[src/rtl/bids_nway_pkg.sv]
// Shared types and codes for the N-way sealed-bid auction controller.
package bids_nway_pkg;

    localparam int CTL_W = 32;

    typedef enum logic [3:0] {
        OP_NOP       = 4'd0,
        OP_UNLOCK    = 4'd1,
        OP_LOCK      = 4'd2,
        OP_SETIDX    = 4'd3,
        OP_LOADBAL   = 4'd4,
        OP_SETMASK   = 4'd5,
        OP_SETTIMER  = 4'd6,
        OP_BIDCHARGE = 4'd7
    } op_e;

    typedef enum logic [1:0] {
        ST_UNLOCKED = 2'd0,
        ST_LOCKED   = 2'd1,
        ST_ROUND    = 2'd2,
        ST_RESULT   = 2'd3
    } state_e;

    // Per-bidder error codes
    localparam logic [1:0] BERR_NONE     = 2'd0;
    localparam logic [1:0] BERR_INACTIVE = 2'd1;
    localparam logic [1:0] BERR_FUNDS    = 2'd2;
    localparam logic [1:0] BERR_MASKED   = 2'd3;

    // Controller error codes
    localparam logic [2:0] ERR_OK       = 3'd0;
    localparam logic [2:0] ERR_BAD_KEY  = 3'd1;
    localparam logic [2:0] ERR_UNLOCKED = 3'd2;
    localparam logic [2:0] ERR_START    = 3'd3;
    localparam logic [2:0] ERR_INVALID  = 3'd4;
    localparam logic [2:0] ERR_TIE      = 3'd5;

endpackage

[src/rtl/bids_max_sel.sv]
// Combinational winner selection: unique nonzero maximum wins, equal maxima tie.
module bids_max_sel
    import bids_nway_pkg::*;
#(
    parameter int NUM_BIDDERS = 3,
    parameter int AMT_W       = 16
) (
    input  logic [NUM_BIDDERS*AMT_W-1:0] cur,
    output logic [AMT_W-1:0]             max_val,
    output logic [NUM_BIDDERS-1:0]       win,
    output logic                         tie
);

    logic [NUM_BIDDERS-1:0] hit;
    logic [5:0]             hit_cnt;

    // Largest standing bid across all bidders
    always_comb begin
        max_val = '0;
        for (int i = 0; i < NUM_BIDDERS; i++) begin
            if (cur[i*AMT_W +: AMT_W] > max_val) begin
                max_val = cur[i*AMT_W +: AMT_W];
            end
        end
    end

    // Flag every bidder sitting at a nonzero maximum and count them
    always_comb begin
        hit     = '0;
        hit_cnt = '0;
        for (int i = 0; i < NUM_BIDDERS; i++) begin
            hit[i]  = (max_val != '0) && (cur[i*AMT_W +: AMT_W] == max_val);
            hit_cnt = hit_cnt + 6'(hit[i]);
        end
    end

    assign tie = (hit_cnt > 6'd1);
    assign win = (hit_cnt == 6'd1) ? hit : '0;

endmodule

[src/rtl/bids_nway.sv]
// N-way sealed-bid auction controller: control-port FSM plus per-bidder bid datapath.
module bids_nway
    import bids_nway_pkg::*;
#(
    parameter int NUM_BIDDERS = 3,
    parameter int AMT_W       = 16,
    parameter int BAL_W       = 32
) (
    input  logic                         clk,
    input  logic                         reset_n,
    input  logic [NUM_BIDDERS-1:0]       bid,
    input  logic [NUM_BIDDERS*AMT_W-1:0] bid_amt,
    input  logic [NUM_BIDDERS-1:0]       retract,
    input  logic                         c_start,
    input  logic [3:0]                   c_op,
    input  logic [CTL_W-1:0]             c_data,
    output logic [NUM_BIDDERS-1:0]       ack,
    output logic [NUM_BIDDERS*2-1:0]     berr,
    output logic [NUM_BIDDERS-1:0]       win,
    output logic [NUM_BIDDERS*BAL_W-1:0] balance,
    output logic                         ready,
    output logic                         round_over,
    output logic [2:0]                   err,
    output logic [AMT_W-1:0]             max_bid
);

    localparam int IDX_W = $clog2(NUM_BIDDERS);
    // Funds check width: wide enough that amount + cost can never wrap
    localparam int SUM_W = ((BAL_W > CTL_W) ? BAL_W : CTL_W) + 1;

    state_e                   state;
    op_e                      op;
    logic [CTL_W-1:0]         key;
    logic [CTL_W-1:0]         timer_cfg;
    logic [CTL_W-1:0]         bid_cost;
    logic [CTL_W-1:0]         tcnt;
    logic [IDX_W-1:0]         idx;
    logic [NUM_BIDDERS-1:0]   mask;
    logic                     start_q;
    logic [AMT_W-1:0]         cur [NUM_BIDDERS];
    logic [BAL_W-1:0]         bal [NUM_BIDDERS];
    logic [NUM_BIDDERS*AMT_W-1:0] cur_flat;
    logic [AMT_W-1:0]         sel_max;
    logic [NUM_BIDDERS-1:0]   sel_win;
    logic                     sel_tie;

    logic start_rise;
    logic round_end;
    logic round_enter;
    logic load_bal;
    logic idx_bad;

    function automatic logic funds_short(input logic [BAL_W-1:0] b,
                                         input logic [AMT_W-1:0] a,
                                         input logic [CTL_W-1:0] c);
        logic [SUM_W-1:0] need;
        need = SUM_W'(a) + SUM_W'(c);
        return (SUM_W'(b) < need);
    endfunction

    assign op          = op_e'(c_op);
    assign start_rise  = c_start & ~start_q;
    assign round_end   = !c_start || ((timer_cfg != '0) && (tcnt == CTL_W'(1)));
    assign round_enter = (state == ST_LOCKED) && start_rise;
    assign load_bal    = (state == ST_UNLOCKED) && (op == OP_LOADBAL);
    assign idx_bad     = (32'(c_data[IDX_W-1:0]) >= 32'(NUM_BIDDERS));

    for (genvar g = 0; g < NUM_BIDDERS; g++) begin : g_flat
        assign cur_flat[g*AMT_W +: AMT_W] = cur[g];
        assign balance[g*BAL_W +: BAL_W]  = bal[g];
    end

    bids_max_sel #(
        .NUM_BIDDERS (NUM_BIDDERS),
        .AMT_W       (AMT_W)
    ) u_max_sel (
        .cur     (cur_flat),
        .max_val (sel_max),
        .win     (sel_win),
        .tie     (sel_tie)
    );

    // Control FSM: lock/unlock, configuration registers, round timing and result capture
    always_ff @(posedge clk or negedge reset_n) begin
        if (!reset_n) begin
            state      <= ST_UNLOCKED;
            key        <= '0;
            idx        <= '0;
            mask       <= '1;
            timer_cfg  <= CTL_W'(32'hF);
            bid_cost   <= CTL_W'(1);
            tcnt       <= '0;
            start_q    <= 1'b0;
            err        <= ERR_OK;
            ready      <= 1'b0;
            round_over <= 1'b0;
            win        <= '0;
            max_bid    <= '0;
        end else begin
            start_q    <= c_start;
            round_over <= 1'b0;
            case (state)
                ST_UNLOCKED: begin
                    ready <= 1'b1;
                    case (op)
                        OP_NOP:       ;
                        OP_UNLOCK:    err <= ERR_UNLOCKED;
                        OP_LOCK: begin
                            key   <= c_data;
                            state <= ST_LOCKED;
                            err   <= ERR_OK;
                        end
                        OP_SETIDX: begin
                            if (idx_bad) begin
                                err <= ERR_INVALID;
                            end else begin
                                idx <= c_data[IDX_W-1:0];
                                err <= ERR_OK;
                            end
                        end
                        OP_LOADBAL:   err <= ERR_OK;
                        OP_SETMASK: begin
                            mask <= c_data[NUM_BIDDERS-1:0];
                            err  <= ERR_OK;
                        end
                        OP_SETTIMER: begin
                            timer_cfg <= c_data;
                            err       <= ERR_OK;
                        end
                        OP_BIDCHARGE: begin
                            bid_cost <= c_data;
                            err      <= ERR_OK;
                        end
                        default:      err <= ERR_INVALID;
                    endcase
                    // A start request while unlocked outranks any op error
                    if (c_start) begin
                        err <= ERR_START;
                    end
                end
                ST_LOCKED: begin
                    ready <= !start_rise;
                    case (op)
                        OP_NOP: ;
                        OP_UNLOCK: begin
                            if (c_data == key) begin
                                state <= ST_UNLOCKED;
                                err   <= ERR_OK;
                            end else begin
                                err <= ERR_BAD_KEY;
                            end
                        end
                        default: err <= ERR_INVALID;
                    endcase
                    if (start_rise) begin
                        state   <= ST_ROUND;
                        tcnt    <= timer_cfg;
                        win     <= '0;
                        max_bid <= '0;
                    end
                end
                ST_ROUND: begin
                    ready <= 1'b0;
                    tcnt  <= tcnt - CTL_W'(1);
                    if (round_end) begin
                        state <= ST_RESULT;
                    end
                end
                ST_RESULT: begin
                    ready      <= 1'b1;
                    win        <= sel_win;
                    max_bid    <= sel_max;
                    round_over <= 1'b1;
                    state      <= ST_LOCKED;
                    if (sel_tie) begin
                        err <= ERR_TIE;
                    end
                end
                default: state <= ST_UNLOCKED;
            endcase
        end
    end

    // Bid datapath: per-bidder accept/reject, standing bids, balance charges and debits
    always_ff @(posedge clk or negedge reset_n) begin
        if (!reset_n) begin
            ack  <= '0;
            berr <= '0;
            for (int i = 0; i < NUM_BIDDERS; i++) begin
                cur[i] <= '0;
                bal[i] <= '0;
            end
        end else begin
            ack  <= '0;
            berr <= '0;
            for (int i = 0; i < NUM_BIDDERS; i++) begin
                if (state == ST_ROUND) begin
                    if (retract[i]) begin
                        cur[i] <= '0;
                        ack[i] <= 1'b1;
                    end else if (bid[i]) begin
                        if (!mask[i]) begin
                            berr[i*2 +: 2] <= BERR_MASKED;
                        end else if (funds_short(bal[i], bid_amt[i*AMT_W +: AMT_W], bid_cost)) begin
                            berr[i*2 +: 2] <= BERR_FUNDS;
                        end else begin
                            cur[i] <= bid_amt[i*AMT_W +: AMT_W];
                            bal[i] <= bal[i] - BAL_W'(bid_cost);
                            ack[i] <= 1'b1;
                        end
                    end
                end else begin
                    if (bid[i] || retract[i]) begin
                        berr[i*2 +: 2] <= BERR_INACTIVE;
                    end
                    if (round_enter) begin
                        cur[i] <= '0;
                    end
                    if (load_bal && (idx == IDX_W'(i))) begin
                        bal[i] <= BAL_W'(c_data);
                    end
                    if ((state == ST_RESULT) && sel_win[i]) begin
                        bal[i] <= bal[i] - BAL_W'(cur[i]);
                    end
                end
            end
        end
    end

endmodule

[config.mk]
export PLATFORM = sky130hd
export DESIGN_NAME = bids_nway
export DESIGN_NICKNAME = d
export VERILOG_FILES = /design/src/rtl/bids_nway_pkg.sv /design/src/rtl/bids_max_sel.sv /design/src/rtl/bids_nway.sv
export SDC_FILE = /design/constraint.sdc
export NUM_CORES = 1
export LEC_CHECK = 0
export BUFFER_PORTS_ARGS = -buffer_cell sky130_fd_sc_hd__buf_2
export CAP_MARGIN = 0
export CORE_AREA = 2 2 262 264
export CTS_CLUSTER_DIAMETER = 60
export DETAILED_ROUTE_END_ITERATION = 8
export DIE_AREA = 0 0 264 266
export PLACE_DENSITY = 0.76
export SETUP_SLACK_MARGIN = 0.05
export SLEW_MARGIN = 20
export SYNTH_ARGS = -nofsm -noshare
export SYNTH_HDL_FRONTEND = slang
export SYNTH_SLANG_ARGS = --single-unit
[constraint.sdc]
create_clock -name clk -period 8.3 [get_ports clk]
set_input_delay 1.66 -clock clk [delete_from_list [all_inputs] [get_ports clk]]
set_output_delay 1.66 -clock clk [all_outputs]
set_load 0.005 [all_outputs]
# Word level (Yosys, flattened, before mapping)
# Index checks and enable logic that the tools add are counted.
# op_classes
n_eq_ne,47
n_addsub,12
magnitude_cmp,8
n_reduce_logical,47
mux,95
bitwise,3
# op_table
cell,n
two-way mux 32 bit,22
two-way mux 16 bit,20
adder 16 x 32 -> 33 bit,3
< comparator 32 x 33 -> 1 bit,3
subtractor 32 x 16 -> 32 bit,3
subtractor 32 bit,3
case mux 32 bit (2 select lines),1
== test 16 bit,3
two-way mux 2 bit,20
== test 32 x 1 -> 1 bit (second input constant),1
== test 32 bit,1
greater-than comparator 16 bit,2
inequality test 2 bit (second input constant),16
case mux 16 bit (2 select lines),1
nonzero test 32 bit,1
subtractor 32 x 1 -> 32 bit (second input constant),1
inequality test 3 bit (second input constant),10
two-way mux 1 bit,20
AND reduction 4 bit,5
== test 4 x 3 -> 1 bit (second input constant),4
greater-than comparator 16 x 1 -> 1 bit (second input constant),1
nonzero test 16 bit,1
two-way mux 3 bit,5
AND reduction 5 bit,3
29 further kinds,62
# totals
word_cells,233
ff_bits,313
inputBits,93

# Longest topological paths before layout
# Gate-level depths: netlist of the first run.
# logic_depth
ltp_word,15
mapped_depth,40
depth_no_buf,32

# Hierarchy
# A second synthesis of the first run with hierarchy kept.
# hier_totals
cells_unflattened,3602
hier_area_um2,29554.6
# modules_own_cells
mod,n_inst,cells_per_inst,seq_area_each_um2,area_each_um2
bids_nway,1,3262,7842.5,27161.0
bids_max_sel,1,340,0.0,2393.5

# Least setup slack after synthesis of the first run
# Ideal clock, no wire load.
# synth_timing
path_kind,register to register
from,reg cur[33] in the netlist's numbering
to,"reg bal, in the netlist balance[15]"
stages_incl_launch_ff,40
arrival_time_ps,7536
path_slack_ps,643
n_path_buf,9
synth_period_minus_slack_ps,7657
path_cell_list,dfrtp_1 clkbuf_1 inv_1 ha_1 nor2b_1 o21a_1 o21a_1 o21ai_1 a21o_1 buf_2 buf_2 buf_1 nor2_1 a21oi_1 ha_1 nor2b_1 o21a_1 o21a_1 (+4 left out) o221ai_1 a222oi_1 nand4_1 clkbuf_1 nor2_1 ha_1 ha_1 ha_1 nor2_1 nand3_1 or2_1 buf_2 nor4_1 buf_2 buf_4 nand3_1 mux2_2 a32o_1
# synth_via
elab_chain_len,15
# synth_lines
element,line,rtl
"start, declared",bids_nway.sv:40,logic [AMT_W-1:0] cur [NUM_BIDDERS];
"start signal, assigned by index",bids_nway.sv:207,cur[i] <= bid_amt[i*AMT_W +: AMT_W];
greater-than comparator 16 x 1 -> 1 bit,bids_max_sel.sv:21,if (cur[i*AMT_W +: AMT_W] > max_val) begin
two-way mux 16 bit,bids_max_sel.sv:21,
greater-than comparator 16 bit,bids_max_sel.sv:21,
two-way mux 16 bit,bids_max_sel.sv:21,
greater-than comparator 16 bit,bids_max_sel.sv:21,
two-way mux 16 bit,bids_max_sel.sv:21,
== test 16 bit / nonzero test 16 bit (equally long branches),bids_max_sel.sv:32,hit[i] = (max_val != '0) && (cur[i*AMT_W +: AMT_W] == max_val);
logical AND 1 bit,bids_max_sel.sv:32,
adder 1 x 1 -> 2 bit,bids_max_sel.sv:33,hit_cnt = hit_cnt + 6'(hit[i]);
adder 6 x 1 -> 6 bit,bids_max_sel.sv:33,
== test 6 x 1 -> 1 bit,bids_max_sel.sv:38,assign win = (hit_cnt == 6'd1) ? hit : '0;
two-way mux 3 bit,bids_max_sel.sv:38,
logical AND 1 bit,bids_nway.sv:222,if ((state == ST_RESULT) && sel_win[i]) begin
nonzero test 3 bit (no source line) / two-way mux 32 bit (equally long branches),n/a,
AND reduction 5 bit (no source line) / two-way mux 32 bit (equally long branches),n/a,
"end signal, assigned by index",bids_nway.sv:208,bal[i] <= bal[i] - BAL_W'(bid_cost);
"end signal, assigned by index",bids_nway.sv:220,bal[i] <= BAL_W'(c_data);
"end signal, assigned by index",bids_nway.sv:223,bal[i] <= bal[i] - BAL_W'(cur[i]);
"end, declared",bids_nway.sv:41,logic [BAL_W-1:0] bal [NUM_BIDDERS];
# Several ways; a longest one is shown, not always the timed one.
# A chain may end at the register's enable or synchronous reset.

# Final worst setup path of the first run
# layout_timing
from,reg cur[29] in the netlist's numbering
to,"reg bal, in the netlist balance[75]"
# layout_via
elab_chain_len,13
# layout_lines
element,line
greater-than comparator 16 bit,bids_max_sel.sv:21
two-way mux 16 bit,bids_max_sel.sv:21
greater-than comparator 16 bit,bids_max_sel.sv:21
two-way mux 16 bit,bids_max_sel.sv:21
== test 16 bit / nonzero test 16 bit (equally long branches),bids_max_sel.sv:32
logical AND 1 bit,bids_max_sel.sv:32
adder 1 x 1 -> 2 bit,bids_max_sel.sv:33
adder 6 x 1 -> 6 bit,bids_max_sel.sv:33
== test 6 x 1 -> 1 bit,bids_max_sel.sv:38
two-way mux 3 bit *,bids_max_sel.sv:38
logical AND 1 bit *,bids_nway.sv:222
nonzero test 3 bit (no source line) / two-way mux 32 bit (equally long branches),n/a
AND reduction 5 bit (no source line) / two-way mux 32 bit (equally long branches),n/a
# Every way passes the cells marked *; elsewhere a longest branch is shown, timed or not.

==> results of run 1 <==
[cell usage after synthesis (all sizes together) (35+ instances only)]
master,number
o211ai,37
a21oi,245
o21a,42
nor3,104
nand2b,44
nor2,236
nand4,50
clkbuf,109
o22ai,37
nor2b,41
inv,167
xnor2,191
nor4,49
a211oi,37
a21o,89
or3,35
mux2i,79
o21ai,323
nand2,352
nand3,136
dfrtp,305
ha,324
mux2,119
xor2,83
a31oi,38
[logic make-up (layout without fill, tap and decap cells)]
logic type                 count (synthesis)  after routing
other                                      0              1
buffers and inverters                    315            622
DFF                                      313            313
xor gates and xnor gates                 274            274
and+or+nand+nor                         1150           1150
adders and majority gates                334            334
AOI/OAI and AO/OA                       1055           1055
muxes                                    198            198
[area by class of cell]
type,instances,area share
diodes,1,0.00007254
repair buffers,367,0.06811
clock buffers,47,0.03221
well taps,882,0.03199
flip-flops and latches,313,0.2273
multi-input cells,3011,0.6115
clock inverters,32,0.009647
inverters,176,0.01915
[flip-flops by register name, indices dropped and copies added (netlist names), 3 cells and up]
register / flops
balance: 96
cur: 48
bid_cost: 32
key: 32
tcnt: 32
timer_cfg: 32
max_bid: 16
berr: 6
ack: 3
err: 3
mask: 3
win: 3
[layout by cell type, fill, tap and decap left out, types with 32 or more instances in the layout]
| cell | netlist | routed |
|---|---|---|
| a21oi_1 | 243 | 241 |
| dfrtp_1 | 305 | 305 |
| nor4_1 | 49 | 48 |
| ha_1 | 324 | 323 |
| o21ai_0 | 317 | 316 |
| nand2b_1 | 44 | 44 |
| buf_2 | 16 | 220 |
| nor2b_1 | 41 | 41 |
| xnor2_1 | 191 | 191 |
| o211ai_1 | 37 | 37 |
| a211oi_1 | 37 | 37 |
| nor3_1 | 102 | 101 |
| o22ai_1 | 37 | 37 |
| a21o_1 | 89 | 88 |
| nor2_1 | 236 | 233 |
| xor2_1 | 83 | 83 |
| o21a_1 | 42 | 42 |
| nand3_1 | 136 | 135 |
| inv_1 | 167 | 167 |
| a31oi_1 | 38 | 38 |
| mux2_2 | 119 | 119 |
| buf_4 | 5 | 135 |
| nand4_1 | 50 | 50 |
| or3_1 | 32 | 32 |
| clkbuf_16 | 0 | 43 |
| nand2_1 | 351 | 351 |
| mux2i_1 | 79 | 79 |
[through the flow]
stage | cell area (µm²) | util
floorplan | 30110 | -
global placement | 33030 | 0.4876
detailed placement | 33040 | 0.4877
CTS | 34480 | 0.5090
global route | 34500 | 0.5092
finish | 34500 | 0.5092
[worst register-to-register path: cells and delay by family (launching register included)]
family                     cells  cell delay (ns)
AOI/OAI and AO/OA              7             2.03
and+or+nand+nor               10             1.99
buffers and inverters          8             1.36
adders and majority gates      5             1.25
muxes                          2             0.58
DFF                            1             0.44
[worst paths after layout]
check | to | from | slack [ns] | cells past startpoint
max | balance[75]$_DFFE_PN0P_ | cur[29]$_DFFE_PN0P_ | 0.53 | 32
min | max_bid[10]$_DFFE_PN0P_ | max_bid[10]$_DFFE_PN0P_ | 0.46 | 2
max reg2reg | balance[75]$_DFFE_PN0P_ | cur[29]$_DFFE_PN0P_ | 0.53 | 32
min reg2reg | max_bid[10]$_DFFE_PN0P_ | max_bid[10]$_DFFE_PN0P_ | 0.46 | 2
max in group asynchronous | cur[37]$_DFFE_PN0P_ | reset_n | 5.82 | 3
min in group asynchronous | win[2]$_DFFE_PN0P_ | reset_n | 1.04 | 1
[metal layers]
| metal | global-route usage | up-vias | share of wire |
|---|---|---|---|
| met4 | 0.2409 | 2 | 0.090 |
| met3 | 0.06054 | 443 | 0.089 |
| met5 | 0 | - | 0.00011 |
| met2 | 0.4935 | 1556 | 0.42 |
| met1 | 0.4130 | 14401 | 0.40 |
| li1 | - | 13951 | - |
[power by group]
group / switching, W / internal (W)
clock: 0.000836 / 0.00104
combinational: 0.00719 / 0.00512
sequential: 0.00100 / 0.00214
total: 0.00903 / 0.00829
==> summary.md, run 1 <==
| Metric | Value |
|---|---|
| Fin crit period | 7.770 ns |
| Die width | ~260 µm |
| Final GP Congestion | between 1 and 1.5 |
| Via count of the routed design | 30,353 |
| Top post-synthesis cells by area | dfrtp_1, ha_1, xnor2_1 |
| Fin Hold WS | 0.4587 ns |
| Async SR Flop Fraction | 1.000 |
| Slew @ Worst Pin | 1.235 ns |
| Area growth syn-to-layout | 14.56% |
| Clk slew on worst S/H paths | about 0.06 ns |
| Final Max Slew Viols | 0 |
| PortBufs | 221 |
| Clk root buf | clkbuf_16 |
| Initial core utilization | 0.4445 |
| CP max stage delay | 0.44 ns |
| Hold Path Class | reg -> reg |
| Post-synthesis adder-cell area fraction | 0.1413 |
| Initial antenna violation count | 4 |
| Pwr Total | around 0.017 W |
| DRC viols | 0 |
| Core box area | 67,750 µm² |
| Multi-input logic area | 21,100 µm² |
| Synth Area in Simple Gates | 0.1844 |
| Main synth FF type | dfrtp_1 |
| Post-Syn Nets | 4,066 |
| Fmax | 128.7 MHz |
| Final WS setup | about 0.53 ns |
| Multiplexer area fraction after synthesis | 0.07076 |
| Skew-Pair Late Insertion Delay | 0.61 ns |
| Max_slew headroom | 0.1748 |
| Area share of xor/xnor cells in the synthesized design | 0.07969 |
| Area share of the largest cell type after synthesis | 0.2534 |
| First-pass GRT wire length | 175,300 µm |
| All-Layer GR Usage | 0.3251 |
| Grt ovf | 0 |
| Post-DR vias/cell | 6.286 |
| Yosys top cell by area | dfrtp_1 |
| Hold Buf Count CTS | 0 |
| Critical path buffers and inverters | 8 |
| Yosys reg bits | 313 |
| Element type at the critical path end | flop |
| Placed instance count | 4,749 |
| WL/cell | 24.18 µm |
| Crit Path Category | reg -> reg |
| Clk sinks | approximately 310 |
| Power Density | about 500 nW/µm² |
| FP Rows | 96 |
| Final HPWL DP | 90,640 µm |
| Max-cap violation count | 0 |
| Pleak | 15.19 nW |
| Netlist cell types | 89 |
| Initial DRC count | 3,445 |
| Final setup fails | 0 |
| H-tree depth | 2 |
| Main combinational cell family by area after synthesis | compound AO/OA/AOI/OAI gates |
| Postcts setup bufs | 0 |
| I/O pins | 222 |
| Total Wirelength | 116,800 µm |
| Vias in the first global route | 28,241 |
| EDFF count, synth | 0 |
| Cell area after synthesis | 30,110 µm² |
| Crit path arrival time | roughly 8.2 ns |
| Mean Syn Cell Area | approximately 8.3 µm² |
| # fillers | 6,494 |
| Seq/Total Area, Yosys | 0.2604 |
| CP max stage cell | dfrtp_1 |
| Area fraction in compound gates after synthesis | 0.2213 |
| Layout cells sized above 1 | 0.1589 |
| Critical path data required time | ~9 ns |
| Clock buffer depth | 3 |
| CTS Buf Count | 43 |
| Register area | 7843 µm² |
| Setup TNS Final | 0 ns |
| Die area | between 70,000 and 80,000 µm² |
| Post-place setup slack | between 0.4 and 0.5 ns |
| Fin cells | 4,829 |
| Largest fanout on the critical path | 26 |
| YS warnings | 0 |
| Cts repair resizes | 0 |
| Routed Antenna Nets | 0 |
| CTS tree | done |
| RSZ-0062 raised after global routing | false |
| Synthesized instance count | 3,639 |
| CP delay by family, top | simple AND/OR/NAND/NOR gates |
| Final period util | 0.9361 |
| DRT Pass-1 Iters | 6 |
| VDD IR max | around 0.30 mV |
| Pin count of the biggest net entering global routing | 149 |
| Nets | 4,339 |
| DIE HEIGHT | 266 µm |
| Clock Skew | between 0.02 and 0.025 ns |
| Status | completed |
| Critical Path Start Type | flop |
| Final hold vios | 0 |
Note: power is estimated with default switching activity, not from simulation.
==> run 2, diff against run 1 <==
--- a/config.mk
+++ b/config.mk
@@ -7,11 +7,11 @@
 export LEC_CHECK = 0
 export BUFFER_PORTS_ARGS = -buffer_cell sky130_fd_sc_hd__buf_2
 export CAP_MARGIN = 0
-export CORE_AREA = 2 2 262 264
+export CORE_AREA = 2 2 278 280
 export CTS_CLUSTER_DIAMETER = 60
 export DETAILED_ROUTE_END_ITERATION = 8
-export DIE_AREA = 0 0 264 266
-export PLACE_DENSITY = 0.76
+export DIE_AREA = 0 0 280 282
+export PLACE_DENSITY = 0.7
 export SETUP_SLACK_MARGIN = 0.05
 export SLEW_MARGIN = 20
 export SYNTH_ARGS = -nofsm -noshare
==> run 2 against run 1 <==
Sequential power is essentially flat; clock skew grew 0.015 ns; via count shrank 1.3%; power grew 1.2%; sequential cell count unchanged; clock power rose by 9%; clock-buffer cell count is 12 higher; fmax fell by 1.3%.
==> summary.md, run 2 (synthesis results as in run 1) <==
| Metric | Value |
|---|---|
| Status | completed |
| Setup TNS Final | 0 ns |
| Reg-to-reg startpoint | cur[47]$_DFFE_PN0P_ |
| Hold_sp | max_bid[1]$_DFFE_PN0P_ |
| Placed inst area | 33,300 µm² |
| Initial antenna violation count | 2 |
| Grt ovf | 0 |
| Slew @ Worst Pin | approximately 1.1 ns |
| Final Max Slew Viols | 0 |
| Element type at the critical path end | flop |
| Reg2reg setup slack | 0.43 ns |
| FF-to-FF path depth | 33 |
| Largest fanout on the critical path | 18 |
| DRC viols | 0 |
| Largest register FFs | 96 |
| Final GP Congestion | 1.032 |
| Crit path arrival time | about 8.4 ns |
| Postcts setup bufs | 0 |
| Cts repair resizes | 0 |
| Total Wirelength | 120,400 µm |
| Skew-Pair Late Insertion Delay | 0.62 ns |
| Routed Antenna Nets | 0 |
| Vias in the first global route | 28,144 |
| CP max stage cell | fa_1 |
| Pleak | 15.36 nW |
| Via count of the routed design | 29,959 |
| Hold Path Class | reg -> reg |
| Critical path data required time | 8.81 ns |
| CTS tree | done |
| Max_slew headroom | 0.2800 |
| Clock buffer depth | 3 |
| Fin Hold WS | 0.4601 ns |
| Critical Path Start Type | flop |
| DIE HEIGHT | 282 µm |
| Final hold vios | 0 |
| All-Layer GR Usage | 0.2999 |
| Design Area, Final | 34,900 µm² |
| Clk slew on worst S/H paths | 0.06 ns |
| Pin count of the biggest net entering global routing | about 150 |
| RSZ-0062 raised after global routing | false |
| Fmax | about 130 MHz |
| FF-to-FF End | balance[17]$_DFFE_PN0P_ |
| FP Rows | 101 |
| Fin crit period | 7.873 ns |
| Most common cell after layout, fill and taps aside | nand2_1 |
| Die width | about 280 µm |
| Power Density | 502.1 nW/µm² |
| Clock Skew | 0.03873 ns |
| I/O pins | 222 |
| Hold Buf Count CTS | 0 |
| Crit Path Category | reg -> reg |
| H-tree depth | 2 |
| Clk sinks | roughly 310 |
| PortBufs | 221 |
| CTS Buf Count | 47 |
| Post-DR vias/cell | about 6.1 |
| Most frequent cells in the layout | nand2_1, ha_1, o21ai_0, dfrtp_1, a21oi_1 |
| Hold worst-path end | max_bid[1]$_DFFE_PN0P_ |
| Core box area | between 70,000 and 80,000 µm² |
| Final setup fails | 0 |
| Nets | about 4,400 |
| Initial core utilization | 0.3978 |
| Layout cells sized above 1 | 0.1635 |
| Final period util | 0.9486 |
| VDD IR max | 0.4201 mV |
| WL/cell | roughly 24 µm |
| CP max stage delay | 0.48 ns |
| Cell mode on critical path | o21ai_0 |
| Clk root buf | clkbuf_16 |
| Area growth syn-to-layout | 15.88% |
| Die area | 78,960 µm² |
| DRT Pass-1 Iters | 6 |
| Max-cap violation count | 0 |
| First-pass GRT wire length | 179,600 µm |
| Initial DRC count | 2,675 |
| Final HPWL DP | about 95,000 µm |
| Hold Crit Depth | 2 |
-- run 2: cell count changes in the layout (fill, tap and decap cells not counted), sizes merged --
cell / before / now
clkinv: 23 / 19
bufinv: 1 / 2
clkinvlp: 10 / 7
buf: 367 / 384
inv: 174 / 175
clkbuf: 47 / 59
-- run 2: worst max path at each step --
stage | start | end | slack [ns] | cells after the start
after floorplan | cur[33]$_DFFE_PN0P_ | balance[15]$_DFFE_PN0P_ | 0.64 | 39
after global placement | cur[30]$_DFFE_PN0P_ | balance[13]$_DFFE_PN0P_ | 0.33 | 31
after CTS | cur[47]$_DFFE_PN0P_ | balance[17]$_DFFE_PN0P_ | 0.16 | 32
after global routing | cur[47]$_DFFE_PN0P_ | balance[18]$_DFFE_PN0P_ | 0.08 | 33
after detailed placement | cur[47]$_DFFE_PN0P_ | balance[18]$_DFFE_PN0P_ | 0.25 | 32
final | cur[47]$_DFFE_PN0P_ | balance[17]$_DFFE_PN0P_ | 0.43 | 33
-- run 2: critical path: cells and delay by family (launching register included) --
family / cells / cell delay (ns)
flops: 1 / 0.35
compound gates: 7 / 1.27
fa+ha+maj: 3 / 1.11
simple gates: 12 / 2.79
mux: 3 / 0.87
xor+xnor: 1 / 0.18
buf+inv: 7 / 1.13
-- run 2: report_power, final --
group / internal (W) / switching, W / total [W]
Clock: 0.00118 / 0.000848 / 0.00203
Sequential: 0.00214 / 0.00102 / 0.00316
Combinational: 0.00512 / 0.00721 / 0.0123
Total: 0.00844 / 0.00908 / 0.0175
-- run 2: per-stage QoR --
stage,power (W),util,std cells,setup slack (ns)
after floorplan,0.01117,-,3639,0.6426
after global placement,0.01498,0.4398,4862,0.3339
after detailed placement,0.01512,0.4399,4862,0.2513
after CTS,0.01724,0.4607,4948,0.1604
after global routing,0.01889,0.4610,4948,0.08366
final,0.01752,0.4610,4949,0.4265
-- run 2: per-layer routing --
layer | up-vias | wire, µm | GRT usage | part of all wire
met5 | - | 13 | 0 | 0.00011
met4 | 2 | 8908 | 0.1898 | 0.074
met3 | 368 | 8454 | 0.04906 | 0.070
met2 | 1326 | 52950 | 0.4719 | 0.44
met1 | 14285 | 50110 | 0.3831 | 0.42
li1 | 13978 | - | - | -
-- run 2: cell type report --
class	instances	area [µm²]
fill	7400	40800
multi-input combinational	3011	21110
sequential	313	7843
timing repair buffer	384	2490
clock buffer	59	1281
tap	978	1224
inverter	176	660.6
clock inverter	27	287.8
antenna	1	2.502
